## config.mk

```make
export PLATFORM = sky130hd
export DESIGN_NAME = sdes_round_engine_flat
export DESIGN_NICKNAME = d
export VERILOG_FILES = /design/src/rtl/sdes_round_engine_if.sv /design/src/rtl/sdes_round_engine.sv /design/src/flat_wrapper.sv
export SDC_FILE = /design/constraint.sdc
export NUM_CORES = 1
export LEC_CHECK = 0
export ABC_AREA = 1
export CAP_MARGIN = 20
export CORE_UTILIZATION = 49
export CTS_CLUSTER_SIZE = 25
export DETAILED_ROUTE_END_ITERATION = 6
export GPL_ROUTABILITY_DRIVEN = 0
export PLACE_DENSITY = 0.76
export REMOVE_ABC_BUFFERS = 1
export SYNTH_ARGS = -nofsm -noshare
export SYNTH_HDL_FRONTEND = slang
export SYNTH_SLANG_ARGS = --single-unit
```

## constraint.sdc

```tcl
create_clock -name clk -period 1.87 [get_ports clk]
set_input_delay 0.374 -clock clk [delete_from_list [all_inputs] [get_ports clk]]
set_output_delay 0.374 -clock clk [all_outputs]
set_load 0.03 [all_outputs]
```

## src/rtl/sdes_round_engine_if.sv

```systemverilog
// Handshake bundle for the S-DES round engine: key load, block in, result out.
interface sdes_round_engine_if;
   logic [9:0] key_in;
   logic       key_load;
   logic       key_ready;
   logic       in_valid;
   logic       in_ready;
   logic [7:0] q_in;
   logic       decrypt;
   logic       out_valid;
   logic       out_ready;
   logic [7:0] cipher;
   logic [3:0] debug;

   // Block source / key source side
   modport master (
      output key_in, key_load, in_valid, q_in, decrypt, out_ready,
      input  key_ready, in_ready, out_valid, cipher, debug
   );

   // Engine side
   modport slave (
      input  key_in, key_load, in_valid, q_in, decrypt, out_ready,
      output key_ready, in_ready, out_valid, cipher, debug
   );
endinterface

```

## src/rtl/sdes_round_engine.sv

```systemverilog
// Iterative S-DES engine: expands the 10-bit key into ROUNDS subkeys (one per
// cycle), then runs one Feistel round per cycle on an accepted block.
// ROUNDS=2 reproduces standard S-DES exactly.
module sdes_round_engine #(
   parameter int ROUNDS = 2
) (
   input logic               clk,
   input logic               reset,
   sdes_round_engine_if.slave bus
);

   localparam int         IDXW = (ROUNDS > 1) ? $clog2(ROUNDS) : 1;
   localparam logic [3:0] LAST = 4'(ROUNDS - 1);

   typedef enum logic [1:0] {
      IDLE   = 2'b00,
      KEYGEN = 2'b01,
      RUN    = 2'b10,
      DONE   = 2'b11
   } state_t;

   state_t            state_q, state_d;
   logic [3:0]        cnt_q, cnt_d;
   logic [9:0]        keyHalves_q, keyHalves_d;
   logic              keyReady_q, keyReady_d;
   logic [7:0]        data_q, data_d;
   logic              dec_q, dec_d;
   logic [7:0]        cipher_q, cipher_d;
   logic [7:0]        subkeys_q [ROUNDS];

   logic              inReady;
   logic              skWe;
   logic [IDXW-1:0]   skIdx;
   logic [7:0]        skData;
   logic [IDXW-1:0]   rkIdx;
   logic [7:0]        roundKey;
   logic [3:0]        newLeft;

   // S-DES numbering: bit 1 is the MSB, so bit i of an N-bit word is x[N-i]
   function automatic logic [9:0] p10(input logic [9:0] k);
      return {k[7], k[5], k[8], k[3], k[6], k[0], k[9], k[1], k[2], k[4]};
   endfunction

   function automatic logic [7:0] p8(input logic [9:0] k);
      return {k[4], k[7], k[3], k[6], k[2], k[5], k[0], k[1]};
   endfunction

   function automatic logic [7:0] ip(input logic [7:0] x);
      return {x[6], x[2], x[5], x[7], x[4], x[0], x[3], x[1]};
   endfunction

   function automatic logic [7:0] ipInv(input logic [7:0] x);
      return {x[4], x[7], x[5], x[3], x[1], x[6], x[0], x[2]};
   endfunction

   function automatic logic [4:0] rotl1(input logic [4:0] x);
      return {x[3:0], x[4]};
   endfunction

   function automatic logic [4:0] rotl2(input logic [4:0] x);
      return {x[2:0], x[4:3]};
   endfunction

   // Row is {bit1,bit4}, column is {bit2,bit3}
   function automatic logic [1:0] sbox0(input logic [3:0] v);
      logic [1:0] r;
      case ({v[3], v[0], v[2], v[1]})
         4'd0:  r = 2'd1;  4'd1:  r = 2'd0;  4'd2:  r = 2'd3;  4'd3:  r = 2'd2;
         4'd4:  r = 2'd3;  4'd5:  r = 2'd2;  4'd6:  r = 2'd1;  4'd7:  r = 2'd0;
         4'd8:  r = 2'd0;  4'd9:  r = 2'd2;  4'd10: r = 2'd1;  4'd11: r = 2'd3;
         4'd12: r = 2'd3;  4'd13: r = 2'd1;  4'd14: r = 2'd3;  default: r = 2'd2;
      endcase
      return r;
   endfunction

   function automatic logic [1:0] sbox1(input logic [3:0] v);
      logic [1:0] r;
      case ({v[3], v[0], v[2], v[1]})
         4'd0:  r = 2'd0;  4'd1:  r = 2'd1;  4'd2:  r = 2'd2;  4'd3:  r = 2'd3;
         4'd4:  r = 2'd2;  4'd5:  r = 2'd0;  4'd6:  r = 2'd1;  4'd7:  r = 2'd3;
         4'd8:  r = 2'd3;  4'd9:  r = 2'd0;  4'd10: r = 2'd1;  4'd11: r = 2'd0;
         4'd12: r = 2'd2;  4'd13: r = 2'd1;  4'd14: r = 2'd0;  default: r = 2'd3;
      endcase
      return r;
   endfunction

   // F(R,K) = P4(S0 || S1 (E/P(R) xor K))
   function automatic logic [3:0] feistel(input logic [3:0] r, input logic [7:0] k);
      logic [7:0] v;
      logic [3:0] s;
      v = {r[0], r[3], r[2], r[1], r[2], r[1], r[0], r[3]} ^ k;
      s = {sbox0(v[7:4]), sbox1(v[3:0])};
      return {s[2], s[0], s[1], s[3]};
   endfunction

   // Halves are held pre-rotated so each keygen cycle only needs a further rotate by 2
   function automatic logic [9:0] loadHalves(input logic [9:0] k);
      logic [9:0] p;
      p = p10(k);
      return {rotl1(p[9:5]), rotl1(p[4:0])};
   endfunction

   // Subkey written in keygen and the key selected for the current round
   always_comb begin
      skIdx    = IDXW'(cnt_q);
      skData   = p8(keyHalves_q);
      rkIdx    = dec_q ? IDXW'(LAST - cnt_q) : IDXW'(cnt_q);
      roundKey = subkeys_q[rkIdx];
      newLeft  = data_q[7:4] ^ feistel(data_q[3:0], roundKey);
   end

   // Next-state and handshake logic for key expansion and block processing
   always_comb begin
      state_d     = state_q;
      cnt_d       = cnt_q;
      keyHalves_d = keyHalves_q;
      keyReady_d  = keyReady_q;
      data_d      = data_q;
      dec_d       = dec_q;
      cipher_d    = cipher_q;
      skWe        = 1'b0;
      inReady     = 1'b0;
      case (state_q)
         IDLE: begin
            inReady = keyReady_q && !bus.key_load;
            if (bus.key_load) begin
               state_d     = KEYGEN;
               keyReady_d  = 1'b0;
               cnt_d       = '0;
               keyHalves_d = loadHalves(bus.key_in);
            end else if (bus.in_valid && inReady) begin
               state_d = RUN;
               data_d  = ip(bus.q_in);
               dec_d   = bus.decrypt;
               cnt_d   = '0;
            end
         end
         KEYGEN: begin
            if (bus.key_load) begin
               cnt_d       = '0;
               keyHalves_d = loadHalves(bus.key_in);
            end else begin
               skWe        = 1'b1;
               keyHalves_d = {rotl2(keyHalves_q[9:5]), rotl2(keyHalves_q[4:0])};
               if (cnt_q == LAST) begin
                  state_d    = IDLE;
                  keyReady_d = 1'b1;
                  cnt_d      = '0;
               end else begin
                  cnt_d = cnt_q + 4'd1;
               end
            end
         end
         RUN: begin
            if (cnt_q == LAST) begin
               cipher_d = ipInv({newLeft, data_q[3:0]});
               state_d  = DONE;
            end else begin
               data_d = {data_q[3:0], newLeft};
               cnt_d  = cnt_q + 4'd1;
            end
         end
         DONE: begin
            if (bus.out_ready) begin
               state_d = IDLE;
               cnt_d   = '0;
            end
         end
         default: state_d = IDLE;
      endcase
   end

   // Control and datapath registers
   always_ff @(posedge clk) begin
      if (reset) begin
         state_q     <= IDLE;
         cnt_q       <= '0;
         keyHalves_q <= '0;
         keyReady_q  <= 1'b0;
         data_q      <= '0;
         dec_q       <= 1'b0;
         cipher_q    <= '0;
      end else begin
         state_q     <= state_d;
         cnt_q       <= cnt_d;
         keyHalves_q <= keyHalves_d;
         keyReady_q  <= keyReady_d;
         data_q      <= data_d;
         dec_q       <= dec_d;
         cipher_q    <= cipher_d;
      end
   end

   // Subkey file, filled one entry per keygen cycle
   always_ff @(posedge clk) begin
      if (reset) begin
         for (int i = 0; i < ROUNDS; i++) subkeys_q[i] <= '0;
      end else if (skWe) begin
         subkeys_q[skIdx] <= skData;
      end
   end

   assign bus.key_ready = keyReady_q;
   assign bus.in_ready  = inReady;
   assign bus.out_valid = (state_q == DONE);
   assign bus.cipher    = cipher_q;
   assign bus.debug     = {state_q, cnt_q[1:0]};

endmodule

```

## src/flat_wrapper.sv

```systemverilog
// flat-port wrapper written by rule: the top's interface ports become plain ports
module sdes_round_engine_flat 
#(
   parameter int ROUNDS = 2
)
  (clk, reset, bus_key_in, bus_key_load, bus_in_valid, bus_q_in, bus_decrypt, bus_out_ready, bus_key_ready, bus_in_ready, bus_out_valid, bus_cipher, bus_debug);
  sdes_round_engine_if bus_i ();
  input logic clk;
  input logic reset;
  input wire logic [$bits(bus_i.key_in)-1:0] bus_key_in;
  input wire logic [$bits(bus_i.key_load)-1:0] bus_key_load;
  input wire logic [$bits(bus_i.in_valid)-1:0] bus_in_valid;
  input wire logic [$bits(bus_i.q_in)-1:0] bus_q_in;
  input wire logic [$bits(bus_i.decrypt)-1:0] bus_decrypt;
  input wire logic [$bits(bus_i.out_ready)-1:0] bus_out_ready;
  output wire logic [$bits(bus_i.key_ready)-1:0] bus_key_ready;
  output wire logic [$bits(bus_i.in_ready)-1:0] bus_in_ready;
  output wire logic [$bits(bus_i.out_valid)-1:0] bus_out_valid;
  output wire logic [$bits(bus_i.cipher)-1:0] bus_cipher;
  output wire logic [$bits(bus_i.debug)-1:0] bus_debug;
  assign bus_i.key_in = bus_key_in;
  assign bus_i.key_load = bus_key_load;
  assign bus_i.in_valid = bus_in_valid;
  assign bus_i.q_in = bus_q_in;
  assign bus_i.decrypt = bus_decrypt;
  assign bus_i.out_ready = bus_out_ready;
  assign bus_key_ready = bus_i.key_ready;
  assign bus_in_ready = bus_i.in_ready;
  assign bus_out_valid = bus_i.out_valid;
  assign bus_cipher = bus_i.cipher;
  assign bus_debug = bus_i.debug;
  sdes_round_engine #(.ROUNDS(ROUNDS)) u_core (.clk(clk), .reset(reset), .bus(bus_i));
endmodule
```

==> results.py, run 1 <==
metrics = {
    "logic_synthesis": {
        "syn_area_per_cell_um2": 6.80,
        "synthSimpleGateAreaFrac": 0.318,
        "synth_top_area_frac": 0.243,
        "ys_seq_area_frac": 0.414,
        "yosys_warnings": 0,
        "synthXorXnorAreaFrac": 0.00313,
        "synth_compound_area_frac": 0.135,
        "yosysUniqueCellTypes": 21,
        "synth_top_family_by_area": "simple AND/OR/NAND/NOR gates",
        "netlist_instances": 412,
        "syn_area_um2": 2800,
        "synthTopCellsByArea": "dfxtp_1 (24%), edfxtp_1 (17%), nand2_1 (15%), nand3_1 (11%), a21oi_1 (7.9%)",
        "synth_area_leader_cell": "dfxtp_1",
        "synthAdderAreaFrac": 0.0313,
        "synthMuxAreaShare": 0,
        "ys_seq_elements": 50,
    },
    "floorplan": {
        "die_x_um": 77.6,
        "initial_utilization": 0.509,
        "fp.coreArea_um2": 5510,
        "num_io_pins": 39,
        "num_rows": 27,
        "design.die.area_um2": 6020,
        "die_height_um": 77.6,
    },
    "cts": {
        "cts.sinks": 50,
        "htree_levels": 2,
        "clock_path_buffers": 2,
        "numCtsBuffers": 5,
        "tritoncts": "done",
        "clkLatencyLatePin_ns": 0.30,
        "cts_root_buffer": "clkbuf_8",
        "clkTransAtPathRegs_ns": 0.09,
    },
    "sta": {
        "min_period_ns": 1.81,
        "hold_violations": 0,
        "setup-violations-final": 0,
        "holdWs_ns": 0.466,
        "worst_pin_slew_ns": 0.315,
        "rsz0062_at_grt": "true",
        "skew_ns": 0.0106,
        "slew_headroom": 0.789,
        "setup_ws_ns": 0.0553,
        "max_freq_ghz": 0.551,
        "min_period_over_period": 0.970,
        "drv_slew": 0,
    },
    "grt": {
        "use_met1": 0.295,
        "antenna_found_initial": 0,
        "grt_util_all_layers": 0.235,
        "grt_pass1_wl_um": 11400,
        "grt_max_degree": 23,
        "grt_pass1_vias": 2636,
        "gr-total-overflow": 0,
        "busiest_layer": "met2",
        "use_met3": 0.0294,
        "grtUsageMet2": 0.417,
    },
    "drt": {
        "firstDrtPassIters": 4,
        "route.detailed.drc": 0,
        "drt_iter0_drc": 217,
        "routed_via_density": 5.19,
        "wire_per_inst_um": 13.0,
        "num_vias": 2889,
        "antenna_left": 0,
        "finalWirelength_um": 7260,
    },
    "cells_and_area": {
        "final_common_cell": "nand2_1",
        "final_cell_mix": "nand2_1 (100), nand3_1 (50), inv_1 (48), a21oi_1 (42), buf_4 (37)",
        "n_antenna_cell": 0,
        "nets": 515,
        "syn_to_final_growth_pct": 37.1,
        "drive_gt1_frac": 0.184,
        "fillers": 437,
    },
    "run": {
        "drv_cap": 0,
    },
    "pwr": {
        "leakagePower_nw": 1.62,
        "p_seq_frac": 0.287,
        "p_comb_frac": 0.575,
        "p_int_mw": 2.90,
        "p_sw_frac": 0.435,
        "power.density_nw_per_um2": 1340,
        "power_frac_clock": 0.138,
        "switchingPower_mw": 2.23,
        "vdd_drop_max_uv": 1030,
    },
    "placement": {
        "port_buffers": 38,
        "dp.final_hpwl_um": 4990,
        "dp_slack_ns": -0.121,
    },
    "critical_path": {
        "worstSetupStartpointType": "flip-flop",
        "reg2reg_to": "u_core.data_q[1]",
        "r2r_slack_ns": 0.06,
        "r2r-start": "u_core.cnt_q[0]",
        "worstPathArrival_ns": 2.00,
        "r2r_cells": 11,
        "end_kind": "flip-flop",
        "crit_fanout": 6,
        "critPathKind": "flip-flop to flip-flop",
        "required_ns": 2.05,
    },
    "worst_hold_path": {
        "holdPathEnd": "u_core.keyHalves_q[8]",
        "hold_depth": 2,
        "hp-class": "flip-flop to flip-flop",
        "worstHoldStart": "u_core.keyHalves_q[8]",
    },
    "outcome": {
        "status": "complete, no violations",
    },
}
==> worst max path at each step <==
stage                    startpoint  slack (ns)                to  depth (start not counted)
floorplan           u_core.cnt_q[0]       -0.50  u_core.data_q[1]                         11
global placement       bus_key_load       -0.06  u_core.data_q[6]                         10
detailed placement     bus_key_load       -0.12  u_core.data_q[1]                         11
CTS                 u_core.cnt_q[0]       0.007  u_core.data_q[1]                         12
global route        u_core.cnt_q[0]       -0.07  u_core.data_q[2]                         14
finish              u_core.cnt_q[0]        0.06  u_core.data_q[1]                         11
==> power groups by stage <==
stage	logic (mW)	clock network, mW	registers, mW
floorplan	1.56	0	1.55
global placement	2.50	0	1.45
detailed placement	2.55	0	1.46
CTS	2.64	0.716	1.45
global route	3.32	0.756	1.49
finish	2.95	0.709	1.47
==> Yosys cell counts, drive strengths merged <==
library cell	number
clkbuf	10
inv	53
o21ai	27
o21a	1
or2	1
nand4	1
nand2	113
nor2	35
nand3b	3
buf	5
dfxtp	34
edfxtp	16
a21oi	44
nand3	59
ha	7
xor2	1
o211ai	2
==> area by class of cell <==
cell class	count	area [um2]	area share
Multi-Input combinational cell	294	1540	0.400
Tap cell	72	90.1	0.0235
Timing Repair inverter	1	7.51	0.00195
Sequential cell	50	1170	0.305
Clock inverter	1	7.51	0.00195
Clock buffer	7	97.6	0.0254
Inverter	53	204	0.0531
Timing Repair Buffer	79	728	0.190
==> flip-flops by register name (all words and copies together) (netlist names) <==
signal / count
u_core.subkeys_q: 16
u_core.keyHalves_q: 10
u_core.bus.cipher: 8
u_core.data_q: 8
u_core.cnt_q: 4
u_core.state_q: 2
u_core.bus.key_ready: 1
u_core.dec_q: 1
==> repair_timing <==
item,CTS,global route
setup endpoints to repair,5,16
hold buffers,0,0
cloned,0,1
pin swaps,4,9
gates resized for setup,13,42
buffers inserted,3,3
==> layer usage <==
metal | routed length, um | vias up | share of wire
li1 | - | 1481 | -
met1 | 3180 | 1310 | 0.44
met2 | 3610 | 80 | 0.50
met3 | 298 | 18 | 0.041
met4 | 179 | 0 | 0.025
met5 | 0 | - | 0
==> per-stage QoR <==
| stage | area, um2 | setup TNS (ns) | std cells | power, mW | util |
|---|---|---|---|---|---|
| 2_1_floorplan | 2730 | -13.91 | 397 | 3.10 | - |
| 3_3_place_gp | 3490 | -0.507 | 542 | 3.95 | 0.634 |
| 3_5_place_dp | 3490 | -0.932 | 542 | 4.02 | 0.634 |
| 4_1_cts | 3650 | 0 | 553 | 4.80 | 0.662 |
| 5_1_grt | 3840 | -0.296 | 557 | 5.57 | 0.698 |
| 6_report | 3840 | 0 | 557 | 5.13 | 0.698 |
==> critical path, stage by stage (launching register included) <==
cell,delay (ns)
dfxtp_4,0.38
nand2_4,0.12
buf_6,0.16
nand3_2,0.12
nand3_2,0.09
nand2_2,0.08
ha_4,0.24
or2_4,0.24
nand3_2,0.08
nand3_1,0.07
nand2_1,0.06
a21oi_1,0.06
==> kinds of logic (layout without fill, tap and decap cells) <==
| logic type | Yosys count | count (layout) |
|---|---|---|
| XOR/XNOR | 1 | 1 |
| adder cells (fa/ha/maj) | 7 | 7 |
| AO/OA/AOI/OAI | 74 | 74 |
| AND/OR/NAND/NOR | 212 | 212 |
| buffers and inverters | 68 | 141 |
| flip-flops | 50 | 50 |
No activity file was read; power rests on OpenSTA's default activity.
==> run 2: changes to the inputs <==
GPL_ROUTABILITY_DRIVEN = default   (was 0)
==> results of run 2 <==
Same layout as run 1: the final DEF is identical, and so are final timing and power.
==> run 3: changes to the inputs <==
REMOVE_ABC_BUFFERS = default   (was 1)
==> results.py, run 3 (synthesized netlist as in run 1, its figures left out) <==
metrics = {
    "cells_and_area": {
        "final_cell_mix": "nand2_1 (104), nand3_1 (56), inv_1 (47), a21oi_1 (43), clkdlybuf4s50_1 (35)",
        "final_common_cell": "nand2_1",
        "fillers": 485,
        "drive_gt1_frac": 0.146,
        "fin_cells": 546,
        "syn_to_final_growth_pct": 30.9,
        "design_area_um2": 3670,
        "reg_top3": "u_core.subkeys_q x16, u_core.keyHalves_q x10",
        "utilization": 0.666,
        "regArea_um2": 1170,
        "multi_input_area_um2": 1460,
        "nets": 504,
        "largest_reg_flops": 16,
        "regMostFlops": "u_core.subkeys_q",
        "n_antenna_cell": 0,
    },
    "drt": {
        "num_vias": 2755,
        "routed_via_density": 5.05,
        "drt_iter0_drc": 109,
        "route.detailed.drc": 0,
        "finalWirelength_um": 6660,
        "wire_per_inst_um": 12.2,
        "firstDrtPassIters": 4,
        "antenna_left": 0,
    },
    "pwr": {
        "switchingPower_mw": 2.13,
        "totalPowerFinal_mw": 4.91,
        "power.density_nw_per_um2": 1340,
        "p_seq_frac": 0.300,
        "power_frac_clock": 0.144,
        "leakagePower_nw": 1.56,
        "p_comb_frac": 0.556,
        "p_sw_frac": 0.434,
        "p_int_mw": 2.78,
        "vdd_drop_max_uv": 1090,
    },
    "critical_path": {
        "crit_fanout": 6,
        "r2r_slack_ns": 0.06,
        "cp.depth": 11,
        "critPathSlowestCell": "dfxtp_4",
        "end_kind": "flip-flop",
        "reg2reg_to": "u_core.data_q[1]",
        "critPathLaunch": "u_core.cnt_q[0]",
        "critPathKind": "flip-flop to flip-flop",
        "path_buf_inv": 1,
        "critical-path-top-delay-family": "simple AND/OR/NAND/NOR gates",
        "critPathMaxStageDelay_ns": 0.38,
        "path_cells": "nand2_4, buf_6, nand3_1, nand3_1, nand2_2, ha_4, or2_2, nand3_2, nand3_1, nand2_1, a21oi_1",
        "r2r-start": "u_core.cnt_q[0]",
        "worstSetupStartpointType": "flip-flop",
        "required_ns": 2.06,
        "crit_end": "u_core.data_q[1]",
        "r2r_cells": 11,
        "cpMostUsedCell": "nand3_1",
        "worstPathArrival_ns": 2.00,
    },
    "sta": {
        "worst_pin_slew_ns": 0.320,
        "hold_violations": 0,
        "slew_headroom": 0.786,
        "rsz0062_at_grt": "true",
        "holdWs_ns": 0.467,
        "min_period_over_period": 0.968,
        "setup-violations-final": 0,
        "setup_ws_ns": 0.0600,
        "skew_ns": 0.00857,
        "setup_tns_ns": 0,
        "drv_slew": 0,
        "min_period_ns": 1.81,
        "max_freq_ghz": 0.552,
    },
    "run": {
        "drv_cap": 0,
    },
    "grt": {
        "antenna_found_initial": 0,
        "grt_util_all_layers": 0.224,
        "busiest_layer": "met2",
        "gr-total-overflow": 0,
        "grt_max_degree": 23,
        "use_met1": 0.273,
        "grt_pass1_vias": 2481,
        "use_met3": 0.0365,
        "grt_pass1_wl_um": 10800,
        "grtUsageMet2": 0.408,
    },
    "cts": {
        "htree_levels": 2,
        "clkTransAtPathRegs_ns": 0.09,
        "cts_hold_buf": 0,
        "clkLatencyLatePin_ns": 0.30,
        "tritoncts": "done",
        "numCtsBuffers": 5,
        "cts_root_buffer": "clkbuf_8",
        "cts.sinks": 50,
        "clock_path_buffers": 2,
    },
    "placement": {
        "placed_cell_area_um2": 3420,
        "place.gp.congestion": 0.904,
        "port_buffers": 38,
        "place_inst": 534,
        "dp.final_hpwl_um": 4970,
        "dp_slack_ns": -0.0787,
    },
    "floorplan": {
        "initial_utilization": 0.509,
        "num_io_pins": 39,
        "num_rows": 27,
        "fp.coreArea_um2": 5510,
        "die_x_um": 77.6,
        "design.die.area_um2": 6020,
        "die_height_um": 77.6,
    },
    "logic_synthesis": {
        "synth_nets": 443,
    },
    "outcome": {
        "status": "complete, no violations",
    },
    "worst_hold_path": {
        "hp-class": "flip-flop to flip-flop",
    },
}
run 3: changes by cell type in the layout (fill, tap and decap cells not counted), moves of 4 or more:
| cell | change |
|---|---|
| buf_4 | -9 |
| nand3_1 | +6 |
| nand2_1 | +4 |
| nand2_2 | -4 |
| nand3_2 | -4 |
run 3: area by class of cell:
type,instances,share of cell area
clock inverter,1,0.00205
sequential,50,0.319
inverter,53,0.0556
clock buffer,7,0.0266
tap,72,0.0246
multi-input combinational,294,0.399
timing repair inverter,1,0.00205
timing repair buffer,68,0.170
run 3: how the worst min path moves through the flow:
| stage | from | endpoint | slack, ns | cells past startpoint |
|---|---|---|---|---|
| 6_report | u_core.keyHalves_q[6] | u_core.keyHalves_q[6] | 0.47 | 2 |
| 5_1_grt | u_core.keyHalves_q[5] | u_core.keyHalves_q[5] | 0.48 | 2 |
| 4_1_cts | u_core.keyHalves_q[5] | u_core.keyHalves_q[5] | 0.47 | 2 |
| 3_5_place_dp | u_core.bus.cipher[0] | u_core.bus.cipher[0] | 0.46 | 2 |
| 3_3_place_gp | u_core.bus.cipher[3] | u_core.bus.cipher[3] | 0.45 | 2 |
| 2_1_floorplan | reset | u_core.data_q[1] | 0.44 | 1 |
run 3: timing repair:
| action | 4_1_cts | 5_1_grt |
|---|---|---|
| buffers inserted | 1 | 2 |
| cloned | 0 | 1 |
| resized for setup | 13 | 24 |
| pin swaps | 2 | 6 |
| setup endpoints to repair | 4 | 15 |
run 3: worst register-to-register path, cell delays in order (launching register included):
cell     delay (ns)
dfxtp_4        0.38
nand2_4        0.09
buf_6          0.12
nand3_1        0.11
nand3_1        0.10
nand2_2        0.09
ha_4           0.24
or2_2          0.30
nand3_2        0.08
nand3_1        0.06
nand2_1        0.07
a21oi_1        0.06
run 3: power by group through the flow:
stage / Clock [mW] / Sequential, mW / Combinational (mW)
2_1_floorplan: 0 / 1.54 / 1.65
3_3_place_gp: 0 / 1.47 / 2.45
3_5_place_dp: 0 / 1.48 / 2.50
4_1_cts: 0.721 / 1.47 / 2.55
5_1_grt: 0.766 / 1.49 / 3.07
6_report: 0.708 / 1.47 / 2.73
run 3: metal layers:
layer / share of wire / up-vias / wire length, um
met2: 0.50 / 56 / 3360
met1: 0.45 / 1240 / 3030
met3: 0.034 / 4 / 229
li1: - / 1455 / -
met4: 0.0071 / 0 / 47
met5: 0 / - / 0
